<file path="config.mk">
export PLATFORM = sky130hd
export DESIGN_NAME = argmax_evaluator
export DESIGN_NICKNAME = d
export VERILOG_FILES = /design/src/rtl/argmax_evaluator.sv
export SDC_FILE = /design/constraint.sdc
export NUM_CORES = 1
export LEC_CHECK = 0
export CAP_MARGIN = 40
export CORE_ASPECT_RATIO = 1.2
export CORE_MARGIN = 4
export CORE_UTILIZATION = 50
export CTS_CLUSTER_DIAMETER = 80
export DETAILED_ROUTE_END_ITERATION = 10
export HOLD_SLACK_MARGIN = 0.06
export PLACE_DENSITY = 0.8
export SYNTH_ARGS = -nofsm -noshare
export SYNTH_HDL_FRONTEND = slang
export SYNTH_SLANG_ARGS = --single-unit
</file>
<file path="constraint.sdc">
create_clock -name iCLK -period 3.4 [get_ports iCLK]
set_input_delay 0.51 -clock iCLK [delete_from_list [all_inputs] [get_ports iCLK]]
set_output_delay 0.51 -clock iCLK [all_outputs]
set_load 0.1 [all_outputs]
</file>
<file path="src/rtl/argmax_evaluator.sv">
// Argmax accuracy evaluator: pairs each network output vector with its teacher
// vector, finds the signed argmax of both, and reports the hit count once per
// BATCH samples.
module argmax_evaluator #(
    parameter int NO    = 2,
    parameter int WD    = 12,
    parameter int BATCH = 100,
    parameter int WC    = 16
) (
    input  logic                iCLK,
    input  logic                iRST,
    input  logic                iValid_AM_Output,
    output logic                oReady_AM_Output,
    input  logic [NO*WD-1:0]    iData_AM_Output,
    input  logic                iValid_AS_Teacher,
    output logic                oReady_AS_Teacher,
    input  logic [NO*WD-1:0]    iData_AS_Teacher,
    output logic                oValid_BM_Result,
    input  logic                iReady_BM_Result,
    output logic [WC-1:0]       oData_BM_Result
);

    localparam int WI = (NO > 1) ? $clog2(NO) : 1;

    typedef enum logic [1:0] {IDLE, SCAN, JUDGE, EMIT} state_t;

    state_t                 state_q, state_d;
    logic                   out_full_q, out_full_d;
    logic                   tch_full_q, tch_full_d;
    logic [NO*WD-1:0]       out_hold_q, out_hold_d;
    logic [NO*WD-1:0]       tch_hold_q, tch_hold_d;
    logic signed [WD-1:0]   out_max_q, out_max_d;
    logic signed [WD-1:0]   tch_max_q, tch_max_d;
    logic [WI-1:0]          out_idx_q, out_idx_d;
    logic [WI-1:0]          tch_idx_q, tch_idx_d;
    logic [WI-1:0]          k_q, k_d;
    logic [WC-1:0]          samp_cnt_q, samp_cnt_d;
    logic [WC-1:0]          hit_cnt_q, hit_cnt_d;
    logic                   valid_q, valid_d;
    logic [WC-1:0]          data_q, data_d;

    logic                   out_take_s;
    logic                   tch_take_s;
    logic                   report_take_s;
    logic                   hit_s;
    logic [WC-1:0]          samp_inc_s;
    logic [WC-1:0]          hit_inc_s;
    logic signed [WD-1:0]   out_lane_s;
    logic signed [WD-1:0]   tch_lane_s;

    // Holders accept a beat only while the FSM waits and the slot is free.
    assign oReady_AM_Output  = (state_q == IDLE) && !out_full_q && !iRST;
    assign oReady_AS_Teacher = (state_q == IDLE) && !tch_full_q && !iRST;
    assign out_take_s        = iValid_AM_Output  && oReady_AM_Output;
    assign tch_take_s        = iValid_AS_Teacher && oReady_AS_Teacher;
    assign report_take_s     = valid_q && iReady_BM_Result;

    assign hit_s      = (out_idx_q == tch_idx_q);
    assign samp_inc_s = samp_cnt_q + WC'(1);
    assign hit_inc_s  = hit_cnt_q + {{(WC-1){1'b0}}, hit_s};

    // Lane k of each held vector, compared during the scan.
    assign out_lane_s = $signed(out_hold_q[32'(k_q)*WD +: WD]);
    assign tch_lane_s = $signed(tch_hold_q[32'(k_q)*WD +: WD]);

    assign oValid_BM_Result = valid_q;
    assign oData_BM_Result  = data_q;

    // Next-state and datapath update for capture, scan, judge and report.
    always_comb begin
        state_d    = state_q;
        out_full_d = out_full_q;
        tch_full_d = tch_full_q;
        out_hold_d = out_hold_q;
        tch_hold_d = tch_hold_q;
        out_max_d  = out_max_q;
        tch_max_d  = tch_max_q;
        out_idx_d  = out_idx_q;
        tch_idx_d  = tch_idx_q;
        k_d        = k_q;
        samp_cnt_d = samp_cnt_q;
        hit_cnt_d  = hit_cnt_q;
        valid_d    = valid_q;
        data_d     = data_q;

        case (state_q)
            IDLE: begin
                if (out_take_s) begin
                    out_full_d = 1'b1;
                    out_hold_d = iData_AM_Output;
                end else begin
                    out_full_d = out_full_q;
                    out_hold_d = out_hold_q;
                end
                if (tch_take_s) begin
                    tch_full_d = 1'b1;
                    tch_hold_d = iData_AS_Teacher;
                end else begin
                    tch_full_d = tch_full_q;
                    tch_hold_d = tch_hold_q;
                end
                if (out_full_q && tch_full_q) begin
                    out_max_d = $signed(out_hold_q[WD-1:0]);
                    tch_max_d = $signed(tch_hold_q[WD-1:0]);
                    out_idx_d = '0;
                    tch_idx_d = '0;
                    k_d       = WI'(1);
                    state_d   = (NO > 1) ? SCAN : JUDGE;
                end else begin
                    state_d = IDLE;
                end
            end
            SCAN: begin
                // Strictly greater replaces, so ties keep the lower index.
                if (out_lane_s > out_max_q) begin
                    out_max_d = out_lane_s;
                    out_idx_d = k_q;
                end else begin
                    out_max_d = out_max_q;
                    out_idx_d = out_idx_q;
                end
                if (tch_lane_s > tch_max_q) begin
                    tch_max_d = tch_lane_s;
                    tch_idx_d = k_q;
                end else begin
                    tch_max_d = tch_max_q;
                    tch_idx_d = tch_idx_q;
                end
                k_d = k_q + WI'(1);
                if (k_q == WI'(NO - 1)) begin
                    state_d = JUDGE;
                end else begin
                    state_d = SCAN;
                end
            end
            JUDGE: begin
                hit_cnt_d  = hit_inc_s;
                samp_cnt_d = samp_inc_s;
                out_full_d = 1'b0;
                tch_full_d = 1'b0;
                k_d        = '0;
                if (samp_inc_s == WC'(BATCH)) begin
                    state_d = EMIT;
                    valid_d = 1'b1;
                    data_d  = hit_inc_s;
                end else begin
                    state_d = IDLE;
                end
            end
            EMIT: begin
                // Report stays stable until accepted; inputs stall meanwhile.
                if (report_take_s) begin
                    state_d    = IDLE;
                    valid_d    = 1'b0;
                    data_d     = '0;
                    samp_cnt_d = '0;
                    hit_cnt_d  = '0;
                end else begin
                    state_d = EMIT;
                end
            end
            default: begin
                state_d = IDLE;
            end
        endcase
    end

    // State and datapath registers with synchronous reset.
    always_ff @(posedge iCLK) begin
        if (iRST) begin
            state_q    <= IDLE;
            out_full_q <= 1'b0;
            tch_full_q <= 1'b0;
            out_hold_q <= '0;
            tch_hold_q <= '0;
            out_max_q  <= '0;
            tch_max_q  <= '0;
            out_idx_q  <= '0;
            tch_idx_q  <= '0;
            k_q        <= '0;
            samp_cnt_q <= '0;
            hit_cnt_q  <= '0;
            valid_q    <= 1'b0;
            data_q     <= '0;
        end else begin
            state_q    <= state_d;
            out_full_q <= out_full_d;
            tch_full_q <= tch_full_d;
            out_hold_q <= out_hold_d;
            tch_hold_q <= tch_hold_d;
            out_max_q  <= out_max_d;
            tch_max_q  <= tch_max_d;
            out_idx_q  <= out_idx_d;
            tch_idx_q  <= tch_idx_d;
            k_q        <= k_d;
            samp_cnt_q <= samp_cnt_d;
            hit_cnt_q  <= hit_cnt_d;
            valid_q    <= valid_d;
            data_q     <= data_d;
        end
    end

endmodule

</file>
== After elaboration in Yosys (flattened, before gate mapping) ==
Cells that the tools add are included.

* Bits in registers: 128
* Bits in latches: 0
* Bits in writable memories: 0
* ROM bits: 0
* Input bits: 53
* Output and inout bits: 19
* Logic and storage cells: 89
* Memories: 0

* $add $sub $neg: 3
* $mul: 1
* Div/mod/pow operators: 0
* Magnitude comparators: 2
* Eq/ne operators: 12
* Shift-type cells: 2
* Muxes and demuxes: 30
* Bitwise logic cells: 0
* Reduce and logical (&&, ||, !) cells: 25

{| class="wikitable"
|+ Operators with widths
! operator !! number
|-
| $pmux W16 S2 || 3
|-
| $mux W12 || 4
|-
| $pmux W12 S2 || 2
|-
| $shiftx A24 B6 Y12 || 2
|-
| $mux W16 || 2
|-
| $gt A12 B12 Y1 || 2
|-
| $add A16 B1 Y16 || 1
|-
| $add A16 B1 Y16 const B || 1
|-
| $eq A16 B7 Y1 const B || 1
|-
| $ne A2 B2 Y1 const B || 6
|-
| $reduce_and A2 Y1 || 6
|-
| $pmux W1 S2 || 5
|-
| $mux W1 || 9
|-
| $reduce_and A3 Y1 || 3
|-
| $logic_and A1 B1 Y1 || 8
|-
| $pmux W2 S4 || 1
|-
| $mux W2 || 3
|-
| $reduce_bool A2 Y1 || 3
|-
| $eq A2 B2 Y1 const B || 2
|-
| $logic_not A1 Y1 || 3
|-
| $mul A1 B2 Y3 const B || 1
|-
| $pmux W1 S3 || 1
|-
| $reduce_bool A3 Y1 || 1
|-
| $eq A2 B1 Y1 const B || 1
|-
| 4 further kinds || 4
|}

== Longest topological paths before layout ==
Gate-level depths: netlist (run 1).

* Depth in word-level cells: 6
* Depth in mapped cells: 12
* Gate-level depth less buffers: 10

== Worst setup path before layout (run 1) ==
Ideal clock, no wire load.

* Path type: reg2reg
* Start: register state_q[1]
* End: register out_hold_q[0]
* Library setup time: 0.132 ns
* Arrival: 4.505 ns
* Data required time: 3.268 ns
* Slack: -1.238 ns
* Cell stages (with the launch flop): 7
* Path buffers: 2
* Period minus slack after synthesis: 4.638 ns
* Cell sequence: dfxtp_1 clkbuf_1 nor4_1 nand2_1 clkbuf_1 nand2_1 a21oi_1

* Longest elaborated chain between the ends: 5

{| class="wikitable"
|+ RTL lines
! what !! RTL line !! RTL
|-
| start: declaration || 27 || <nowiki>state_t state_q, state_d;</nowiki>
|-
| start signal: assignment || 186 || <nowiki>state_q <= state_d;</nowiki>
|-
| $logic_not A2 Y1 || 52 || <nowiki>assign oReady_AM_Output = (state_q == IDLE) && !out_full_q && !iRST;</nowiki>
|-
| $logic_and A1 B1 Y1 (2 in a row) || 52 ||
|-
| net oReady_AM_Output || 13 || <nowiki>output logic oReady_AM_Output,</nowiki>
|-
| $logic_and A1 B1 Y1 || 54 || <nowiki>assign out_take_s = iValid_AM_Output && oReady_AM_Output;</nowiki>
|-
| $reduce_and A2 Y1 (no line) || n/a ||
|-
| end signal: assignment || 189 || <nowiki>out_hold_q <= out_hold_d;</nowiki>
|-
| end: declaration || 30 || <nowiki>logic [NO*WD-1:0] out_hold_q, out_hold_d;</nowiki>
|}

The timed path passes the listed nets, and every way through them passes these cells.
A chain may end at the register's enable or synchronous reset.

== Worst setup path in the final report (run 1) ==
* Start: register k_q
* End: register tch_max_q[4]

* Longest elaborated chain between the ends: 5
* Elaborated cells between the ends (all ways): 7
* Classes of those cells: mul (1); order compare (1); eq/ne (1); shift (1); mux (2); reduce/logical (1)

{| class="wikitable"
|+ RTL lines
! what !! RTL line !! RTL
|-
| start: declaration || 36 || <nowiki>logic [WI-1:0] k_q, k_d;</nowiki>
|-
| start signal: assignment || 195 || <nowiki>k_q <= k_d;</nowiki>
|-
| $mul A1 B2 Y3 * || 64 || <nowiki>assign tch_lane_s = $signed(tch_hold_q[32'(k_q)*WD +: WD]);</nowiki>
|-
| $shiftx A24 B6 Y12 * || 64 ||
|-
| $gt A12 B12 Y1 || 122 || <nowiki>if (tch_lane_s > tch_max_q) begin</nowiki>
|-
| $ne A2 B2 Y1 (no line) || n/a ||
|-
| $reduce_and A3 Y1 (no line) || n/a ||
|-
| end signal: assignment || 192 || <nowiki>tch_max_q <= tch_max_d;</nowiki>
|-
| end: declaration || 33 || <nowiki>logic signed [WD-1:0] tch_max_q, tch_max_d;</nowiki>
|}

Every way passes the cells marked *; elsewhere a longest branch is shown, timed or not. The select of a mux whose other input is x is not followed.

==> results.cfg, run 1 <==
[run_status]
status = complete, no violations

[power]
vdd_drop_max_uv = 364.2
p_leak_nw = 2.954
cellPowerDensity_nw_per_um2 = 474.6
power_mw = 3.935

[clocking]
cts.sinks = 128
postCtsSetupRepairBufs = 0
clkTransAtPathRegs_ns = 0.06
cts_tree = built
clockRootBuffer = clkbuf_16
cts_max_path_buffers = 2
cts_hold_buf = 0
cts_buffers = 17
cts_resized = 0
htree_levels = 4
clk-insertion-delay-late_ns = 0.42

[run]
cap_viol_max_count = 0

[floorplan]
die_w_um = 113.1
io_pins = 72
coreArea_um2 = 12840
die_area_um2 = 15170
initial_core_util_pct = 51.62
row_count = 45
fp.dieH_um = 134.1

[finish]
nets = 974
fin_util_pct = 64.58
final_cells = 1070
final_area_um2 = 8290
area_growth_pct = 25.11
fillers = 1052
drive_gt1_share_pct = 10.93
n_antenna_cell = 0

[route]
via_per_inst = 5.587
vias = 5978
first_pass_iters = 5
ant_nets = 0
drc_errors = 0
first_iter_violations = 613
wl_per_cell_um = 14.79
wirelength_um = 15820

[sta]
period_minus_slack_ns = 2.962
finalHoldViolCount = 0
clock.fmax_ghz = 0.3376
worstMarginPinSlew_ns = 0.8811
whs_ns = 0.4615
skew_ns = 0.007038
maxSlewHeadroom_pct = 41.26
timing.setup.tns_ns = 0
timing.final.ws_setup_ns = 0.4379
setup_viol = 0
rsz0062_at_grt = false
slew_viol_final = 0
finalCritPeriodShare_pct = 87.12

[synthesis]
synth_fp_nets = 918
synth_area_leaders = dfxtp_1 (39%), nand2_1 (9.7%), a21oi_1 (6.6%)
synth_ff_type = dfxtp_1
yosys_warnings = 0
ys_seq_elements = 128
syn_avg_cell_area_um2 = 7.917
async_flop_share_pct = 0
netlist_area_um2 = 6626
synth-edff-count = 0
synth_top_area_share_pct = 38.67
netlist-cell-type-count = 56
syn_inst = 837
yosysSeqAreaShare_pct = 38.67
synth_area_leader_cell = dfxtp_1

[grt]
grt_pass1_wl_um = 26700
grt_pass1_vias = 5694
grt_max_degree = 69
grt_use_total_pct = 21.43
antenna_found_initial = 0
overflow = 0

[placement]
post-place-ws_ns = 0.4842
place_hpwl_um = 10680
gp_congestion = 0.8595
placed_area_um2 = 7652
portBuffers = 71
dp.cells = 1038

[worst_setup_path]
cp_data_arrival_time_ns = 3.28
cpMostUsedCell = a211oi_1
critical_path.top_delay_family = compound AO/OA/AOI/OAI gates
crit_path_max_fanout = 28
crit_path_top_delay_cell = a31oi_2
cp_num_buf_inv = 2
critPathMaxStageDelay_ns = 0.46
critical_path_class = flop to flop
critPathRequiredTime_ns = 3.72
start_kind = flop
endpoint_kind = flop
path_cells = buf_12 -> mux2_2 -> ha_1 -> nand4_1 -> nor2_1 -> o21ai_1 -> a21o_1 -> a31oi_2 -> buf_4 -> a211oi_1 -> a211oi_1

[min_path]
worst_hold_path_type = flop to flop
==> cell families after synthesis <==
group	share of synthesized area (%)
AO/OA/AOI/OAI	17.67
XOR/XNOR	2.115
adder cells (fa/ha/maj)	5.287
buffers and inverters	5.627
flip-flops	38.67
multiplexers	6.628
AND/OR/NAND/NOR	24.00
==> cell usage after synthesis (all sizes together), types with 2 or more instances <==
cell type  instances
a21oi             89
clkbuf            49
nor2b              7
o21ai             18
mux2i             18
a211oi            24
and4               3
xor2               4
or3                6
nand4             10
nand2            171
mux2              23
nand3             15
o31ai              2
o211ai             2
xnor2             12
and3               5
o21bai             2
and2              16
buf               12
nand2b             7
a21boi             2
a21o               8
a31oi              8
ha                28
dfxtp            128
inv               29
a311oi            16
nor3              25
nor4               7
nor2              69
or2                2
a22oi              5
nand3b             4
==> per-layer routing <==
layer,vias up,GRT usage [%],share of wire (%)
li1,3008,-,-
met1,2761,26.47,43
met2,176,36.66,50
met3,33,4.964,5.3
met4,0,7.281,1.9
met5,-,0,0
==> cell type report <==
class / count / area, um^2 / area share (%)
multi-input cells: 619 / 3710 / 44.75
flip-flops and latches: 128 / 2562 / 30.91
repair buffers: 98 / 1066 / 12.86
clock buffers: 19 / 452.9 / 5.463
well taps: 164 / 205.2 / 2.475
clock inverters: 13 / 185.2 / 2.234
inverters: 29 / 108.9 / 1.313
==> cell usage in the layout, fill, tap and decap left out, types with 4 or more instances in the layout <==
cell type / n
a211oi_1: 24
a21o_1: 8
a21oi_1: 88
a22oi_1: 5
a311oi_1: 16
a31oi_1: 7
and2_1: 16
and3_1: 5
buf_4: 11
buf_8: 17
bufinv_16: 4
clkbuf_16: 17
clkdlybuf4s50_1: 68
clkinvlp_4: 5
dfxtp_1: 128
ha_1: 28
inv_1: 29
mux2_2: 23
mux2i_1: 18
nand2_1: 171
nand2b_1: 7
nand3_1: 15
nand3b_1: 4
nand4_1: 9
nor2_1: 69
nor2b_1: 7
nor3_1: 25
nor4_1: 5
o21ai_0: 17
or3_1: 5
xnor2_1: 12
xor2_1: 4
==> flip-flops by register name, indices dropped and copies added, names as in the netlist <==
register	count
state_q	2
tch_hold_q	24
oValid_BM_Result	1
tch_max_q	12
tch_full_q	1
tch_idx_q	1
samp_cnt_q	16
k_q	1
out_hold_q	24
out_idx_q	1
out_max_q	12
out_full_q	1
oData_BM_Result	16
hit_cnt_q	16
==> power breakdown <==
part / internal, mW / leakage (nW) / switching (mW)
sequential: 1.55 / 1.04 / 0.0350
clock: 1.26 / 0.298 / 0.687
combinational: 0.186 / 1.62 / 0.212
total: 3.00 / 2.95 / 0.933
==> final timing paths <==
check / from / end / slack, ns / depth (start not counted)
hold reg to reg: tch_hold_q[4]$_SDFFE_PP0P_ / tch_hold_q[4]$_SDFFE_PP0P_ / 0.46 / 2
setup / recovery: k_q$_SDFFE_PP0P_ / tch_max_q[4]$_SDFFE_PP0P_ / 0.44 / 11
hold / removal: tch_hold_q[4]$_SDFFE_PP0P_ / tch_hold_q[4]$_SDFFE_PP0P_ / 0.46 / 2
setup reg to reg: k_q$_SDFFE_PP0P_ / tch_max_q[4]$_SDFFE_PP0P_ / 0.44 / 11
==> worst register-to-register path, cell delays in order (launching register included) <==
cell	delay, ns
dfxtp_1	0.35
buf_12	0.20
mux2_2	0.36
ha_1	0.33
nand4_1	0.13
nor2_1	0.15
o21ai_1	0.10
a21o_1	0.20
a31oi_2	0.46
buf_4	0.26
a211oi_1	0.07
a211oi_1	0.25
No activity file was read; power rests on OpenSTA's default activity.
==> inputs of run 2 (changes only) <==
- ABC_CLOCK_PERIOD_IN_PS: default -> 3400
==> results of run 2 <==
No change in the layout: final DEF, timing and power equal those of run 1.
==> inputs of run 3 (changes only) <==
- SLEW_MARGIN: default -> 30
==> run 3 against run 2 <==
  * Register-to-register slack barely moved
  * Non-clock buffer count increased by 4
  * Critical endpoint unchanged
  * Routed wire length is essentially flat
  * Worst hold slack about the same
  * Combinational power rose by 2%
  * Highest routed layer unchanged
  * Largest cell class unchanged
  * Clock power about the same
==> results.cfg, run 3 (synthesis gave the netlist of run 1 again) <==
[run_status]
status = complete, no violations

[sta]
slew_viol_final = 0
skew_ns = 0.006890
clock.fmax_ghz = 0.3377
timing.setup.tns_ns = 0
period_minus_slack_ns = 2.961
rsz0062_at_grt = false
finalHoldViolCount = 0
setup_viol = 0
maxSlewHeadroom_pct = 47.38
finalCritPeriodShare_pct = 87.09
worstMarginPinSlew_ns = 0.7876

[finish]
final_cell_mix = nand2_1 (171), dfxtp_1 (128), a21oi_1 (88)
area_growth_pct = 25.79
fillers = 1046
regArea_um2 = 2562
n_antenna_cell = 0
final_area_um2 = 8335
drive_gt1_share_pct = 11.32
top_regs = out_hold_q x24, tch_hold_q x24
nets = 978
multi_input_area_um2 = 3710
final_common_cell = nand2_1

[worst_setup_path]
timing.rr.end = tch_max_q[4]$_SDFFE_PP0P_
rrSetupSlack_ns = 0.44
crit_path_max_fanout = 28
cp_data_arrival_time_ns = 3.28
start_kind = flop
crit_start = k_q$_SDFFE_PP0P_
critical_path_class = flop to flop
cp-endpoint = tch_max_q[4]$_SDFFE_PP0P_
critPathRequiredTime_ns = 3.72
endpoint_kind = flop
r2r-start = k_q$_SDFFE_PP0P_
r2r_cells = 11

[run]
cap_viol_max_count = 0

[clocking]
clkTransAtPathRegs_ns = 0.06
cts_max_path_buffers = 2
postCtsSetupRepairBufs = 0
cts_resized = 0
clockRootBuffer = clkbuf_16
clk-insertion-delay-late_ns = 0.42
cts_buffers = 17
cts_hold_buf = 0
cts_tree = built
htree_levels = 4
cts.sinks = 128

[grt]
antenna_found_initial = 0
grt_pass1_wl_um = 26700
overflow = 0
grt_use_total_pct = 21.43
grt_pass1_vias = 5694
grt_max_degree = 69

[min_path]
worst_hold_path_type = flop to flop
min_from = tch_hold_q[4]$_SDFFE_PP0P_

[floorplan]
coreArea_um2 = 12840
initial_core_util_pct = 51.62
die_w_um = 113.1
row_count = 45
fp.dieH_um = 134.1
io_pins = 72
die_area_um2 = 15170

[power]
vdd_drop_max_uv = 361.1
p_leak_nw = 2.978
cellPowerDensity_nw_per_um2 = 472.7

[placement]
portBuffers = 71
placed_area_um2 = 7652
place_hpwl_um = 10680
gp_congestion = 0.8595

[route]
vias = 5980
drc_errors = 0
ant_nets = 0
first_pass_iters = 5
wirelength_um = 15820
first_iter_violations = 607
wl_per_cell_um = 14.73
via_per_inst = 5.568
## run 3: cell count changes in the layout (fill, tap and decap cells not counted)
| cell | previous run | this run |
|---|---|---|
| buf_6 | 0 | 4 |
## run 3: through the flow
| stage | hold WS (ns) | setup slack (ns) | total power [mW] | utilization [%] | cells |
|---|---|---|---|---|---|
| floorplan | 0.4422 | 0.07308 | 1.877 | - | 837 |
| global placement | 0.4497 | 0.5846 | 1.998 | 57.41 | 1020 |
| detailed placement | 0.4584 | 0.4842 | 2.014 | 59.61 | 1038 |
| CTS | 0.4663 | 0.4488 | 3.955 | 64.58 | 1070 |
| global route | 0.4898 | 0.2029 | 4.088 | 64.93 | 1074 |
| finish | 0.4615 | 0.4390 | 3.940 | 64.93 | 1074 |
## run 3: area by class of cell
class	instances	area share [%]
Clock inverter	13	2.222
Clock buffer	19	5.434
Sequential cell	128	30.74
Inverter	29	1.306
Tap cell	164	2.462
Timing Repair Buffer	102	13.33
Multi-Input combinational cell	619	44.51
## run 3: metal layers
metal / global-route usage, % / wire [um]
met5: 0 / 0
met3: 4.964 / 936
met1: 26.47 / 6636
met4: 7.281 / 265
met2: 36.66 / 7978
## run 3: worst min-delay path by stage
stage,to,slack [ns],cells past startpoint
after floorplan,tch_hold_q[10]$_SDFFE_PP0P_,0.44,2
after global placement,tch_hold_q[4]$_SDFFE_PP0P_,0.45,2
after CTS,tch_hold_q[4]$_SDFFE_PP0P_,0.47,2
after detailed placement,tch_hold_q[4]$_SDFFE_PP0P_,0.46,2
after global routing,tch_max_q[3]$_SDFFE_PP0P_,0.49,2
final,tch_hold_q[4]$_SDFFE_PP0P_,0.46,2
## run 3: power by group
group	total (mW)	internal, mW	switching (mW)
logic	0.404	0.191	0.213
clock network	1.95	1.26	0.686
registers	1.59	1.55	0.0350
total	3.94	3.01	0.934
## run 3: worst max-delay path, cell delays in order (launching register included)
cell	delay, ns
dfxtp_1	0.35
buf_12	0.20
mux2_2	0.35
ha_1	0.33
nand4_1	0.13
nor2_1	0.15
o21ai_1	0.10
a21o_1	0.20
a31oi_2	0.46
buf_4	0.26
a211oi_1	0.07
a211oi_1	0.25
